## config.mk

```make
export PLATFORM = sky130hd
export DESIGN_NAME = ima_adpcm_dec_mc
export DESIGN_NICKNAME = d
export VERILOG_FILES = /design/src/rtl/ima_adpcm_pkg.sv /design/src/rtl/ima_adpcm_core.sv /design/src/rtl/ima_adpcm_dec_mc.sv
export SDC_FILE = /design/constraint.sdc
export NUM_CORES = 1
export LEC_CHECK = 0
export CAP_MARGIN = 0
export CORE_ASPECT_RATIO = 0.6
export CORE_MARGIN = 4
export CORE_UTILIZATION = 53
export CTS_BUF_LIST = sky130_fd_sc_hd__clkbuf_8
export CTS_CLUSTER_SIZE = 24
export DETAILED_ROUTE_END_ITERATION = 6
export GPL_TIMING_DRIVEN = 0
export PLACE_DENSITY = 0.7
export SKIP_LAST_GASP = 1
export SLEW_MARGIN = 40
export SYNTH_ARGS = -nofsm -noshare
export SYNTH_HDL_FRONTEND = slang
export SYNTH_HIERARCHICAL = 1
export SYNTH_SLANG_ARGS = --single-unit
```

## constraint.sdc

```tcl
create_clock -name clock -period 21.5 [get_ports clock]
set_input_delay 4.3 -clock clock [delete_from_list [all_inputs] [get_ports clock]]
set_output_delay 4.3 -clock clock [all_outputs]
set_load 0.02 [all_outputs]
```

## src/rtl/ima_adpcm_pkg.sv

```systemverilog
// ima_adpcm_pkg: shared constants, types and tables for the IMA ADPCM
// decoder and its companion encoder.
//   step_size(idx) : 89-entry IMA step table; indices above IDX_MAX read
//                    the last entry.
//   idx_delta(m)   : step-index adjustment for code magnitude m.
//   decState_e     : decoder FSM states.
package ima_adpcm_pkg;

  localparam int IDX_MAX = 88;
  localparam int PRED_W  = 19;  // predictor width, 1/8-LSB units
  localparam int SAMP_W  = 16;
  localparam int STEP_W  = 16;

  typedef enum logic [1:0] {
    IDLE = 2'd0,
    CALC = 2'd1,
    OUT  = 2'd2
  } decState_e;

  localparam logic [STEP_W-1:0] STEP_TBL [0:IDX_MAX] = '{
        7,     8,     9,    10,    11,    12,    13,    14,    16,    17,
       19,    21,    23,    25,    28,    31,    34,    37,    41,    45,
       50,    55,    60,    66,    73,    80,    88,    97,   107,   118,
      130,   143,   157,   173,   190,   209,   230,   253,   279,   307,
      337,   371,   408,   449,   494,   544,   598,   658,   724,   796,
      876,   963,  1060,  1166,  1282,  1411,  1552,  1707,  1878,  2066,
     2272,  2499,  2749,  3024,  3327,  3660,  4026,  4428,  4871,  5358,
     5894,  6484,  7132,  7845,  8630,  9493, 10442, 11487, 12635, 13899,
    15289, 16818, 18500, 20350, 22385, 24623, 27086, 29794, 32767
  };

  function automatic logic [STEP_W-1:0] step_size(input logic [6:0] idx);
    if (idx > 7'(IDX_MAX)) return STEP_TBL[IDX_MAX];
    return STEP_TBL[idx];
  endfunction

  function automatic logic signed [7:0] idx_delta(input logic [2:0] m);
    case (m)
      3'd4:    return 8'sd2;
      3'd5:    return 8'sd4;
      3'd6:    return 8'sd6;
      3'd7:    return 8'sd8;
      default: return -8'sd1;
    endcase
  endfunction

endpackage

```

## src/rtl/ima_adpcm_core.sv

```systemverilog
// ima_adpcm_core: purely combinational IMA ADPCM update step.
//   pred      in  19  current predictor (signed, 1/8-LSB units)
//   index     in  7   current step index (0..88)
//   step      in  16  step size already looked up for index
//   nibble    in  4   code: bit3 sign, bits2:0 magnitude
//   pred_new  out 19  saturated new predictor
//   index_new out 7   new step index, clamped to 0..88
//   samp      out 16  rounded, saturated 16-bit sample
//   sat       out 1   predictor or sample saturation occurred
module ima_adpcm_core
  import ima_adpcm_pkg::*;
(
  input  logic signed [PRED_W-1:0] pred,
  input  logic        [6:0]        index,
  input  logic        [STEP_W-1:0] step,
  input  logic        [3:0]        nibble,
  output logic signed [PRED_W-1:0] pred_new,
  output logic        [6:0]        index_new,
  output logic        [SAMP_W-1:0] samp,
  output logic                     sat
);

  // Two guard bits: the largest pred +/- dequant overflows a 20-bit sum.
  localparam int PRE_W = PRED_W + 2;

  logic [2:0]              mag;
  logic [PRED_W-1:0]       dequant;
  logic signed [PRE_W-1:0] preSum;
  logic                    predSat;
  logic [SAMP_W:0]         rounded;
  logic                    outSat;
  logic signed [7:0]       idxSum;

  assign mag     = nibble[2:0];
  // step * (2m+1) tops out at 491505, so it fits the predictor width.
  assign dequant = PRED_W'(step) * PRED_W'({mag, 1'b1});

  // NOTE: every output of a combinational block gets a value on every path
  // (defaults first), otherwise synthesis infers a latch.
  always_comb begin
    preSum = nibble[3] ? (PRE_W'(pred) - $signed({2'b00, dequant}))
                       : (PRE_W'(pred) + $signed({2'b00, dequant}));
    // The sum fits when the guard bits all equal the predictor sign bit.
    predSat = !((&preSum[PRE_W-1:PRED_W-1]) || (~|preSum[PRE_W-1:PRED_W-1]));
    if (predSat)
      pred_new = preSum[PRE_W-1] ? {1'b1, {(PRED_W-1){1'b0}}}
                                 : {1'b0, {(PRED_W-1){1'b1}}};
    else
      pred_new = preSum[PRED_W-1:0];
  end

  // Divide by 8 (floor) and round half up using bit 2. Only the positive
  // end can overflow, to exactly +32768.
  assign rounded = {pred_new[PRED_W-1], pred_new[PRED_W-1:3]} + (SAMP_W+1)'(pred_new[2]);
  assign outSat  = (rounded[SAMP_W:SAMP_W-1] == 2'b01);
  assign samp    = outSat ? {1'b0, {(SAMP_W-1){1'b1}}} : rounded[SAMP_W-1:0];
  assign sat     = predSat | outSat;

  always_comb begin
    idxSum = $signed({1'b0, index}) + idx_delta(mag);
    if (idxSum < 0)
      index_new = '0;
    else if (idxSum > $signed(8'(IDX_MAX)))
      index_new = 7'(IDX_MAX);
    else
      index_new = idxSum[6:0];
  end

endmodule

```

## src/rtl/ima_adpcm_dec_mc.sv

```systemverilog
// ima_adpcm_dec_mc: multi-channel IMA ADPCM decoder, one shared datapath
// time-multiplexed over NUM_CH channels (IDLE -> CALC -> OUT per sample).
//   clock, reset            clock; synchronous active-high reset
//   in_nibble/in_ch         code and its channel, valid/ready handshake
//   in_valid/in_ready       in_ready only in IDLE with no load pending
//   load_valid/load_ch      per-channel state load, accepted in any state
//   load_samp/load_index    predictor (signed) and index (clamped to 88)
//   out_samp/out_ch         decoded sample (two's complement) and channel
//   out_valid/out_ready     output handshake, held stable until taken
//   sat_count               saturation counter, present only when the
//                           macro IMA_DEC_SAT_CNT_EN is defined
// Tags >= NUM_CH are accepted and dropped without state change or output.
module ima_adpcm_dec_mc
  import ima_adpcm_pkg::*;
#(
  parameter  int NUM_CH = 2,
  localparam int CH_W   = (NUM_CH > 1) ? $clog2(NUM_CH) : 1
) (
  input  logic              clock,
  input  logic              reset,
  input  logic [3:0]        in_nibble,
  input  logic [CH_W-1:0]   in_ch,
  input  logic              in_valid,
  output logic              in_ready,
  input  logic              load_valid,
  input  logic [CH_W-1:0]   load_ch,
  input  logic [SAMP_W-1:0] load_samp,
  input  logic [6:0]        load_index,
  output logic [SAMP_W-1:0] out_samp,
  output logic [CH_W-1:0]   out_ch,
  output logic              out_valid,
`ifdef IMA_DEC_SAT_CNT_EN
  output logic [15:0]       sat_count,
`endif
  input  logic              out_ready
);

  decState_e                state;
  logic signed [PRED_W-1:0] predArr [NUM_CH];
  logic [6:0]               idxArr  [NUM_CH];
  logic [3:0]               nibReg;
  logic [CH_W-1:0]          chReg;
  logic [STEP_W-1:0]        stepReg;

  logic                     inAccept;
  logic                     inChOk;
  logic [6:0]               inIdx;
  logic signed [PRED_W-1:0] calcPred;
  logic [6:0]               calcIdx;
  logic [6:0]               loadIdx;

  logic signed [PRED_W-1:0] corePred;
  logic [6:0]               coreIdx;
  logic [SAMP_W-1:0]        coreSamp;
  logic                     coreSat;

  assign in_ready  = (state == IDLE) && !load_valid;
  assign inAccept  = in_valid && in_ready;
  assign inChOk    = 32'(in_ch) < NUM_CH;
  assign out_valid = (state == OUT);
  assign loadIdx   = (load_index > 7'(IDX_MAX)) ? 7'(IDX_MAX) : load_index;

  // Channel-indexed reads of the state array; out-of-range tags read zero.
  always_comb begin
    inIdx    = '0;
    calcPred = '0;
    calcIdx  = '0;
    for (int i = 0; i < NUM_CH; i++) begin
      if (in_ch == CH_W'(i)) inIdx = idxArr[i];
      if (chReg == CH_W'(i)) begin
        calcPred = predArr[i];
        calcIdx  = idxArr[i];
      end
    end
  end

  ima_adpcm_core u_core (
    .pred      (calcPred),
    .index     (calcIdx),
    .step      (stepReg),
    .nibble    (nibReg),
    .pred_new  (corePred),
    .index_new (coreIdx),
    .samp      (coreSamp),
    .sat       (coreSat)
  );

  // NOTE: sequential state is assigned with non-blocking (<=) so every
  // register samples values from before the clock edge.
  always_ff @(posedge clock) begin
    if (reset) begin
      state    <= IDLE;
      nibReg   <= '0;
      chReg    <= '0;
      stepReg  <= '0;
      out_samp <= '0;
      out_ch   <= '0;
    end else begin
      case (state)
        IDLE: begin
          // A bad tag is consumed here and never reaches CALC.
          if (inAccept && inChOk) begin
            nibReg  <= in_nibble;
            chReg   <= in_ch;
            stepReg <= step_size(inIdx);
            state   <= CALC;
          end
        end
        CALC: begin
          out_samp <= coreSamp;
          out_ch   <= chReg;
          state    <= OUT;
        end
        OUT: begin
          if (out_ready) state <= IDLE;
        end
        default: state <= IDLE;
      endcase
    end
  end

  // NOTE: the channel state array is reset element by element because the
  // decoder must restart every channel from a known predictor and index;
  // this keeps it in flops rather than a RAM macro.
  always_ff @(posedge clock) begin
    for (int i = 0; i < NUM_CH; i++) begin
      if (reset) begin
        predArr[i] <= '0;
        idxArr[i]  <= '0;
      end else if (load_valid && load_ch == CH_W'(i)) begin
        // A load beats a CALC write-back to the same channel.
        predArr[i] <= {load_samp, 3'b000};
        idxArr[i]  <= loadIdx;
      end else if (state == CALC && chReg == CH_W'(i)) begin
        predArr[i] <= corePred;
        idxArr[i]  <= coreIdx;
      end
    end
  end

`ifdef IMA_DEC_SAT_CNT_EN
  logic [15:0] satCnt;

  always_ff @(posedge clock) begin
    if (reset)
      satCnt <= '0;
    else if (state == CALC && coreSat && satCnt != 16'hFFFF)
      satCnt <= satCnt + 16'd1;
  end

  assign sat_count = satCnt;
`else
  logic unusedSat;
  assign unusedSat = coreSat;
`endif

endmodule

```

==> flow_metrics.env, run 1 <==
export IMPL_setup_tns_ns=0
export IMPL_fp_dieW_um=192
export IMPL_endpoint_kind="flip-flop"
export IMPL_dp_hpwl_mm=30.8
export IMPL_pwr_share_seq_pct=22.7
export IMPL_die_height_um=118
export IMPL_nets=1562
export IMPL_pwr_density_cell_nw_per_um2=77.8
export IMPL_grt_usage_pct=33.3
export IMPL_hold_class="flip-flop to flip-flop"
export IMPL_grt_max_degree=27
export IMPL_max_freq_ghz=0.0973
export IMPL_crit_path_max_fanout=13
export IMPL_postCtsSetupBuffers=0
export IMPL_dp_worst_setup_slack_ns=11.19
export IMPL_routed_wirelength_mm=38.9
export IMPL_nFillCells=1830
export IMPL_ff2ff_path_depth=41
export IMPL_postRouteAntennaNets=0
export IMPL_power_mw=0.921
export IMPL_antenna_found_initial=1
export IMPL_placed_area_sq_um=11600
export IMPL_critPathArrivalTime_ns=10.62
export IMPL_maxSlewHeadroom_pct=28.0
export IMPL_stdcell_area_sq_um=11800
export IMPL_gr_total_overflow=0
export IMPL_cp_required_ns=21.83
export IMPL_cp_start_kind="flip-flop"
export IMPL_final_common_cell="nand2_1"
export IMPL_clock_latency_ns=0.40
export IMPL_tightest_slew_ns=1.07
export IMPL_cts_buffers_inserted=9
export IMPL_most_common_layout_cells="nand2_1, a21oi_1, inv_1"
export IMPL_drc=0
export IMPL_postCtsResizedCells=0
export IMPL_syn_area_sq_um=10700
export IMPL_power_frac_clock_pct=13.8
export IMPL_min_path_cells=2
export IMPL_status="finished clean"
export IMPL_switching_share_pct=51.5
export IMPL_routabilityCongestion=1.05
export IMPL_grt_pass1_wl_mm=58.9
export IMPL_cts_root_buf="clkbuf_8"
export IMPL_wire_per_inst_um=22.8
export IMPL_ir_worst_vdd_mv=0.0549
export IMPL_maxSlewViolCount=0
export IMPL_crit_type="flip-flop to flip-flop"
export IMPL_synth_cells=1371
export IMPL_rsz0062_at_grt="no"
export IMPL_cts_tree="done"
export IMPL_htreeDepth=3
export IMPL_finalCriticalPeriod_ns=10.28
export IMPL_maxCapViolCount=0
export IMPL_cts_buffer_depth=2
export IMPL_grt_pass1_vias=10129
export IMPL_placement_io_buffers=51
export IMPL_crit_slowest_cell="clkbuf_1"
export IMPL_via_count=11196
export IMPL_cts_num_sinks=91
export IMPL_finalCritPeriodShare_pct=47.8
export IMPL_row_count=39
export IMPL_holdWs_ns=0.460
export IMPL_coreArea_sq_um=19400
export IMPL_setup_viol=0
export IMPL_synth_warnings=6
export IMPL_clkTransAtPathRegs_ns=0.13
export IMPL_switchingPower_mw=0.474
export IMPL_hold_buffers=0
export IMPL_start_util_pct=55.2
export IMPL_syn_area_per_cell_sq_um=7.82
export IMPL_clock_skew_ns=0.0276
export IMPL_power_leakage_nw=4.81
export IMPL_dieArea_sq_um=22600
export IMPL_area_growth_pct=10.4
export IMPL_finalHoldViolations=0
export IMPL_antennaDiodeCount=0
export IMPL_comb_power_share_pct=63.5
export IMPL_drt_iter0_markers=1519
export IMPL_cp_slowest_stage_delay_ns=0.48
export IMPL_drive_gt1_share_pct=8.81
export IMPL_p_int_mw=0.447
export IMPL_pin_count=53
export IMPL_finalWorstSetupSlack_ns=11.22
export IMPL_firstDrtPassIters=5
export IMPL_vias_per_cell=6.56
[through the flow]
step           utilization (%)  cells
2_1_floorplan                -   1374
3_3_place_gp              59.6   1691
3_5_place_dp              59.8   1692
4_1_cts                   60.9   1708
5_1_grt                   60.9   1708
6_report                  60.9   1708
[sequential cells by signal, summed over array words and instances (netlist names)]
| signal | count |
|---|---|
| nibReg | 4 |
| stepReg | 15 |
| out_ch | 1 |
| idxArr | 14 |
| predArr | 38 |
| chReg | 1 |
| state | 2 |
| out_samp | 16 |
[final cells by class]
type	instances	area (sq um)	share of cell area, %
clock inverters	7	83.8	0.708
well taps	266	333	2.81
flip-flops and latches	91	2340	19.8
plain buffers	91	439	3.71
clock buffers	9	124	1.05
inverters	91	342	2.89
repair buffers	52	526	4.44
multi-input cells	1101	7640	64.6
[final timing paths]
kind	startpoint	end	slack, ns
worst max-delay path	nibReg[2]$_SDFFE_PP0P_	out_samp[11]$_SDFFE_PP0N_	11.22
worst max register to register	nibReg[2]$_SDFFE_PP0P_	out_samp[11]$_SDFFE_PP0N_	11.22
worst min register to register	out_samp[15]$_SDFFE_PP0N_	out_samp[15]$_SDFFE_PP0N_	0.46
worst min-delay path	out_samp[15]$_SDFFE_PP0N_	out_samp[15]$_SDFFE_PP0N_	0.46
[worst max-delay path: cells and delay by family, from the launching register on]
kind / cells / cell delay, ns
buf+inv: 11 / 2.62
simple gates: 12 / 2.50
compound gates: 10 / 2.37
fa+ha+maj: 6 / 1.78
flops: 1 / 0.47
xor+xnor: 2 / 0.46
[power groups by stage]
stage	Sequential [mW]	Clock [mW]	Combinational, mW
3_3_place_gp	0.212	0	0.542
6_report	0.209	0.127	0.584
5_1_grt	0.210	0.133	0.619
4_1_cts	0.208	0.127	0.550
2_1_floorplan	0.215	0	0.380
3_5_place_dp	0.212	0	0.545
[routing by layer]
layer	vias up	GRT usage [%]	routed length, um
met1	5280	54.0	18100
met5	-	4.70	157
met4	6	4.04	307
met2	809	39.0	13600
li1	5062	-	-
met3	39	15.8	6760
Power figures use the tool's default switching activity.
==> run 2: changes to the inputs <==
--- a/config.mk
+++ b/config.mk
@@ -13,7 +13,7 @@
 export CTS_CLUSTER_SIZE = 24
 export DETAILED_ROUTE_END_ITERATION = 6
 export GPL_TIMING_DRIVEN = 0
-export PLACE_DENSITY = 0.7
+export PLACE_DENSITY = 0.72
 export SKIP_LAST_GASP = 1
 export SLEW_MARGIN = 40
 export SYNTH_ARGS = -nofsm -noshare
==> constraint.sdc (replaced) <==
create_clock -name clock -period 9.3 [get_ports clock]
set_input_delay 1.86 -clock clock [delete_from_list [all_inputs] [get_ports clock]]
set_output_delay 1.86 -clock clock [all_outputs]
set_load 0.02 [all_outputs]
==> flow_metrics.env, run 2 (synthesis gave the netlist of run 1 again) <==
export IMPL_grt_pass1_vias=9853
export IMPL_most_common_layout_cells="nand2_1, a21oi_1, inv_1"
export IMPL_postRouteAntennaNets=0
export IMPL_maxSlewViolCount=0
export IMPL_cp_start_kind="flip-flop"
export IMPL_max_freq_ghz=0.114
export IMPL_rsz0062_at_grt="no"
export IMPL_drc=0
export IMPL_finalCriticalPeriod_ns=8.77
export IMPL_vias_per_cell=6.49
export IMPL_min_to="out_samp[5]$_SDFFE_PP0N_"
export IMPL_clock_skew_ns=0.0152
export IMPL_start_util_pct=55.2
export IMPL_firstDrtPassIters=6
export IMPL_endpoint_kind="flip-flop"
export IMPL_placement_io_buffers=51
export IMPL_setup_viol=0
export IMPL_crit_buf_inv=7
export IMPL_antennaDiodeCount=0
export IMPL_hp_start="out_samp[5]$_SDFFE_PP0N_"
export IMPL_row_count=39
export IMPL_regToRegStartpoint="nibReg[0]$_SDFFE_PP0P_"
export IMPL_cts_root_buf="clkbuf_8"
export IMPL_pwr_density_cell_nw_per_um2=177
export IMPL_grt_pass1_wl_mm=58.8
export IMPL_gr_total_overflow=0
export IMPL_cp_required_ns=9.62
export IMPL_crit_path_max_fanout=19
export IMPL_nets=1562
export IMPL_wire_per_inst_um=22.5
export IMPL_die_height_um=118
export IMPL_fp_dieW_um=192
export IMPL_final_common_cell="nand2_1"
export IMPL_finalWorstSetupSlack_ns=0.535
export IMPL_drive_gt1_share_pct=10.7
export IMPL_worstReg2RegEnd="out_samp[12]$_SDFFE_PP0N_"
export IMPL_crit_slowest_cell="or4_4"
export IMPL_dieArea_sq_um=22600
export IMPL_maxSlewHeadroom_pct=38.3
export IMPL_finalHoldViolations=0
export IMPL_grt_usage_pct=33.3
export IMPL_drt_iter0_markers=1743
export IMPL_htreeDepth=3
export IMPL_cts_buffers_inserted=9
export IMPL_ff2ff_path_depth=35
export IMPL_power_mw=2.11
export IMPL_dp_worst_setup_slack_ns=-0.828
export IMPL_ff2ff_setup_slack_ns=0.53
export IMPL_maxCapViolCount=0
export IMPL_area_growth_pct=11.3
export IMPL_status="finished clean"
export IMPL_tightest_slew_ns=0.907
export IMPL_grt_max_degree=27
export IMPL_via_count=11083
export IMPL_coreArea_sq_um=19400
export IMPL_hold_buffers=0
export IMPL_dp_hpwl_mm=30.4
export IMPL_cts_buffer_depth=2
export IMPL_holdWs_ns=0.463
export IMPL_routabilityCongestion=1.04
export IMPL_routed_wirelength_mm=38.4
export IMPL_pin_count=53
export IMPL_hold_class="flip-flop to flip-flop"
export IMPL_crit_family="simple AND/OR/NAND/NOR gates"
export IMPL_ir_worst_vdd_mv=0.132
export IMPL_largest_reg_flops=38
export IMPL_post_route_util_pct=61.4
export IMPL_cts_tree="done"
export IMPL_nFillCells=1807
export IMPL_clkTransAtPathRegs_ns=0.11
export IMPL_crit_type="flip-flop to flip-flop"
export IMPL_top_register="predArr"
export IMPL_finalCritPeriodShare_pct=94.2
export IMPL_reg_largest_list="predArr x38, out_samp x16, stepReg x15"
export IMPL_min_path_cells=2
export IMPL_setup_tns_ns=0
export IMPL_critPathArrivalTime_ns=9.09
export IMPL_cts_num_sinks=91
export IMPL_antenna_found_initial=0
export IMPL_power_leakage_nw=4.86
export IMPL_cp_slowest_stage_delay_ns=0.61
export IMPL_clock_latency_ns=0.38
## run 2: changes by cell type in the layout (fill, tap and decap cells not counted), moves of 3 or more
cell,previous run,this run
buf_4,1,7
clkbuf_1,50,43
dfxtp_1,39,36
nor3_1,17,14
nor3_2,0,3
o21ai_0,73,69
## run 2: timing repair
action | in CTS | in global routing
pin swaps | 0 | 3
endpoints found under the setup margin | 16 | 16
setup buffers | 3 | 3
resized for setup | 8 | 21
## run 2: area by class of cell
cell class                 instances  area (sq um)  share of cell area [%]
sequential                        91          2350                    19.7
inverter                          91           345                    2.89
clock buffer                       9           124                    1.04
tap                              266           333                    2.79
buffer                            85           419                    3.51
clock inverter                     7          70.1                   0.587
timing repair buffer              58           571                    4.78
multi-input combinational       1101          7720                    64.7
## run 2: routing by layer
metal  GRT usage, %  part of all wire (%)  vias up
met2           39.0                    35      689
met4           2.51                  0.51        0
met3           14.1                    17       22
li1               -                     -     5072
met5              0                     0        -
met1           56.1                    48     5300
## run 2: power breakdown
part / internal (mW) / switching, mW / total (mW)
clock network: 0.105 / 0.164 / 0.269
registers: 0.461 / 0.0227 / 0.484
logic: 0.474 / 0.883 / 1.36
## run 2: how the worst max path moves through the flow
stage | startpoint | to | slack, ns | depth (start not counted)
global placement | nibReg[2]$_SDFFE_PP0P_ | out_samp[12]$_SDFFE_PP0N_ | -0.67 | 40
CTS | nibReg[1]$_SDFFE_PP0P_ | out_samp[12]$_SDFFE_PP0N_ | 0.12 | 37
detailed placement | nibReg[2]$_SDFFE_PP0P_ | out_samp[12]$_SDFFE_PP0N_ | -0.83 | 41
global route | nibReg[0]$_SDFFE_PP0P_ | out_samp[12]$_SDFFE_PP0N_ | 0.04 | 36
floorplan | nibReg[2]$_SDFFE_PP0P_ | out_samp[4]$_SDFFE_PP0N_ | 0.92 | 40
finish | nibReg[0]$_SDFFE_PP0P_ | out_samp[12]$_SDFFE_PP0N_ | 0.53 | 35
## run 2: through the flow
stage               area (sq um)  cells
floorplan                  10700   1374
global placement           11600   1691
detailed placement         11600   1692
CTS                        11800   1707
global route               11900   1708
finish                     11900   1708
## run 2: tightest hold or removal path, delay by kind of cell (launching register included)
family | cells | cell delay [ns]
AND/OR/NAND/NOR | 1 | 0.05
flip-flops | 1 | 0.32
AO/OA/AOI/OAI | 1 | 0.05
==> RTL edit, RTL diff (config.mk and constraints of run 2) <==
Add a define of `IMA_DEC_SAT_CNT_EN`.
--- a/src/rtl/ima_adpcm_dec_mc.sv
+++ b/src/rtl/ima_adpcm_dec_mc.sv
@@ -12,2 +12,4 @@
 // Tags >= NUM_CH are accepted and dropped without state change or output.
+`define IMA_DEC_SAT_CNT_EN
+
 module ima_adpcm_dec_mc
New outputs: sat_count. Check against the original RTL: not settled (the Yosys comparison gave no result); the edit may change what the design does.
==> RTL edit against run 2 <==
- hold slack better by 0.0025 ns
- setup slack got worse by 0.17 ns
- combinational power fell by 5%
- design area increased by 7.9%
- largest power group unchanged
- synthesized area is 5.1% higher
- final cell count rose by 3.9%
- sequential cell count grew 16
- wire length is 1.6% higher
- total power up 1.7%
- die area up 4.9%
- count of clock-buffer cells in the layout did not move
==> RTL edit: results (changes against run 2) <==
Max stage delay on crit path=0.49 ns (-0.12 ns); via count=11,480 (+3.6%); Netlist cell types=99; post-synthesis mux area share=4.684%; Power Sequential=0.000556 W (+15%); Num CTS Buffers=9 (unchanged); sequential element share of the synthesized area=23.62%; postcts setup bufs=5 (+2); TritonRoute pass-1 iters=7 (+1); Final HPWL DP=30,710 um (+0.85%); EDFF count, synth=52; fraction of layout cells with a size suffix above 1=11.10% (+0.42 points); Final Wtd Congestion=1.031 (-1.3%); via/cell ratio=6.471 (-0.27%); dpl ws=-1.907 ns (-1.079 ns); Filler cells=1,888 (+4.5%); DR iter-0 viols=1,641 (-5.9%); Worst-Skew Late Latency=0.40 ns (+0.02 ns); clock buffer depth=2 (unchanged); design area=12,870 sq um (+7.9%); YS warnings=6 (unchanged); dpl cell area=12,370 sq um (+6.6%); Root Buffer=clkbuf_8; Data arrival, critical path=9.25 ns (+0.16 ns); Clock power frac=14.2% (+1.5 points); Least-Margin Pin Slew=0.8398 ns (-0.06749 ns); Hold EP=out_samp[3]; Inst Count DP=1,755 (+3.7%); setup ws final=0.3673 ns (-0.1675 ns); status=finished, final reports clean; hold path start=out_samp[3]; Hold Path Class=flop to flop; IO Port Bufs=67 (+31%); syn avg cell area=8.040 sq um (+2.8%); first-pass GRT wire length=59,510 um (+1.2%); Post-Synth XOR/XNOR Area=5.750%; largest cells by area after synthesis=edfxtp_1 14%, dfxtp_1 9.8%, ha_1 6.9%; Fin Clk Skew=0.01388 ns (-0.001365 ns); Layout Nets=1,616 (+3.5%); Max VDD drop=0.0001460 V (+11%); reg2reg end=sat_count[13]; GRT Total Usage=32.01% (-1.3 points); CTS resizes=23 (+15); Leak=5.087 nW (+4.7%); WHS=0.4655 ns (+0.002457 ns); Critical Path Fanout Max=19 (unchanged); CP max stage cell=fa_1; final WL=39,020 um (+1.6%); PD cells=166.8 nW/um^2 (-5.7%); largest net degree at the start of global routing=20 (-26%); post-synthesis compound-gate area fraction=25.80%; Post-synth top cells=147 x nand2_1, 130 x nor2_1, 118 x a21oi_1; R2R depth=38 (+8.6%); vias in the first global route=10,200 (+3.5%); diodes inserted=0 (unchanged); sw frac=47.93% (-2.8 points); initial antenna violation count=0 (unchanged)
==> RTL edit: layer usage <==
metal / share of wire, % / track usage [%] / vias to the layer above
li1: - / - / 5239
met1: 48 / 52.01 / 5477
met2: 37 / 40.15 / 721
met3: 14 / 11.27 / 43
met4: 1.1 / 4.534 / 0
met5: 0 / 0 / -
==> RTL edit: layout make-up <==
cell class | count | area share (%)
Buffer | 75 | 2.985
Clock buffer | 9 | 0.9625
Clock inverter | 7 | 0.5833
Inverter | 92 | 2.712
Multi-Input combinational cell | 1123 | 63.00
Sequential cell | 107 | 20.78
Tap cell | 279 | 2.712
Timing Repair Buffer | 82 | 6.271
==> RTL edit: worst max-delay path: cells and delay by family, from the launching register on <==
| kind | cells | cell delay [ns] |
|---|---|---|
| fa+ha+maj | 5 | 1.87 |
| compound gates | 9 | 1.52 |
| flops | 1 | 0.40 |
| buf+inv | 7 | 0.97 |
| mux | 2 | 0.54 |
| simple gates | 14 | 3.27 |
| xor+xnor | 1 | 0.25 |
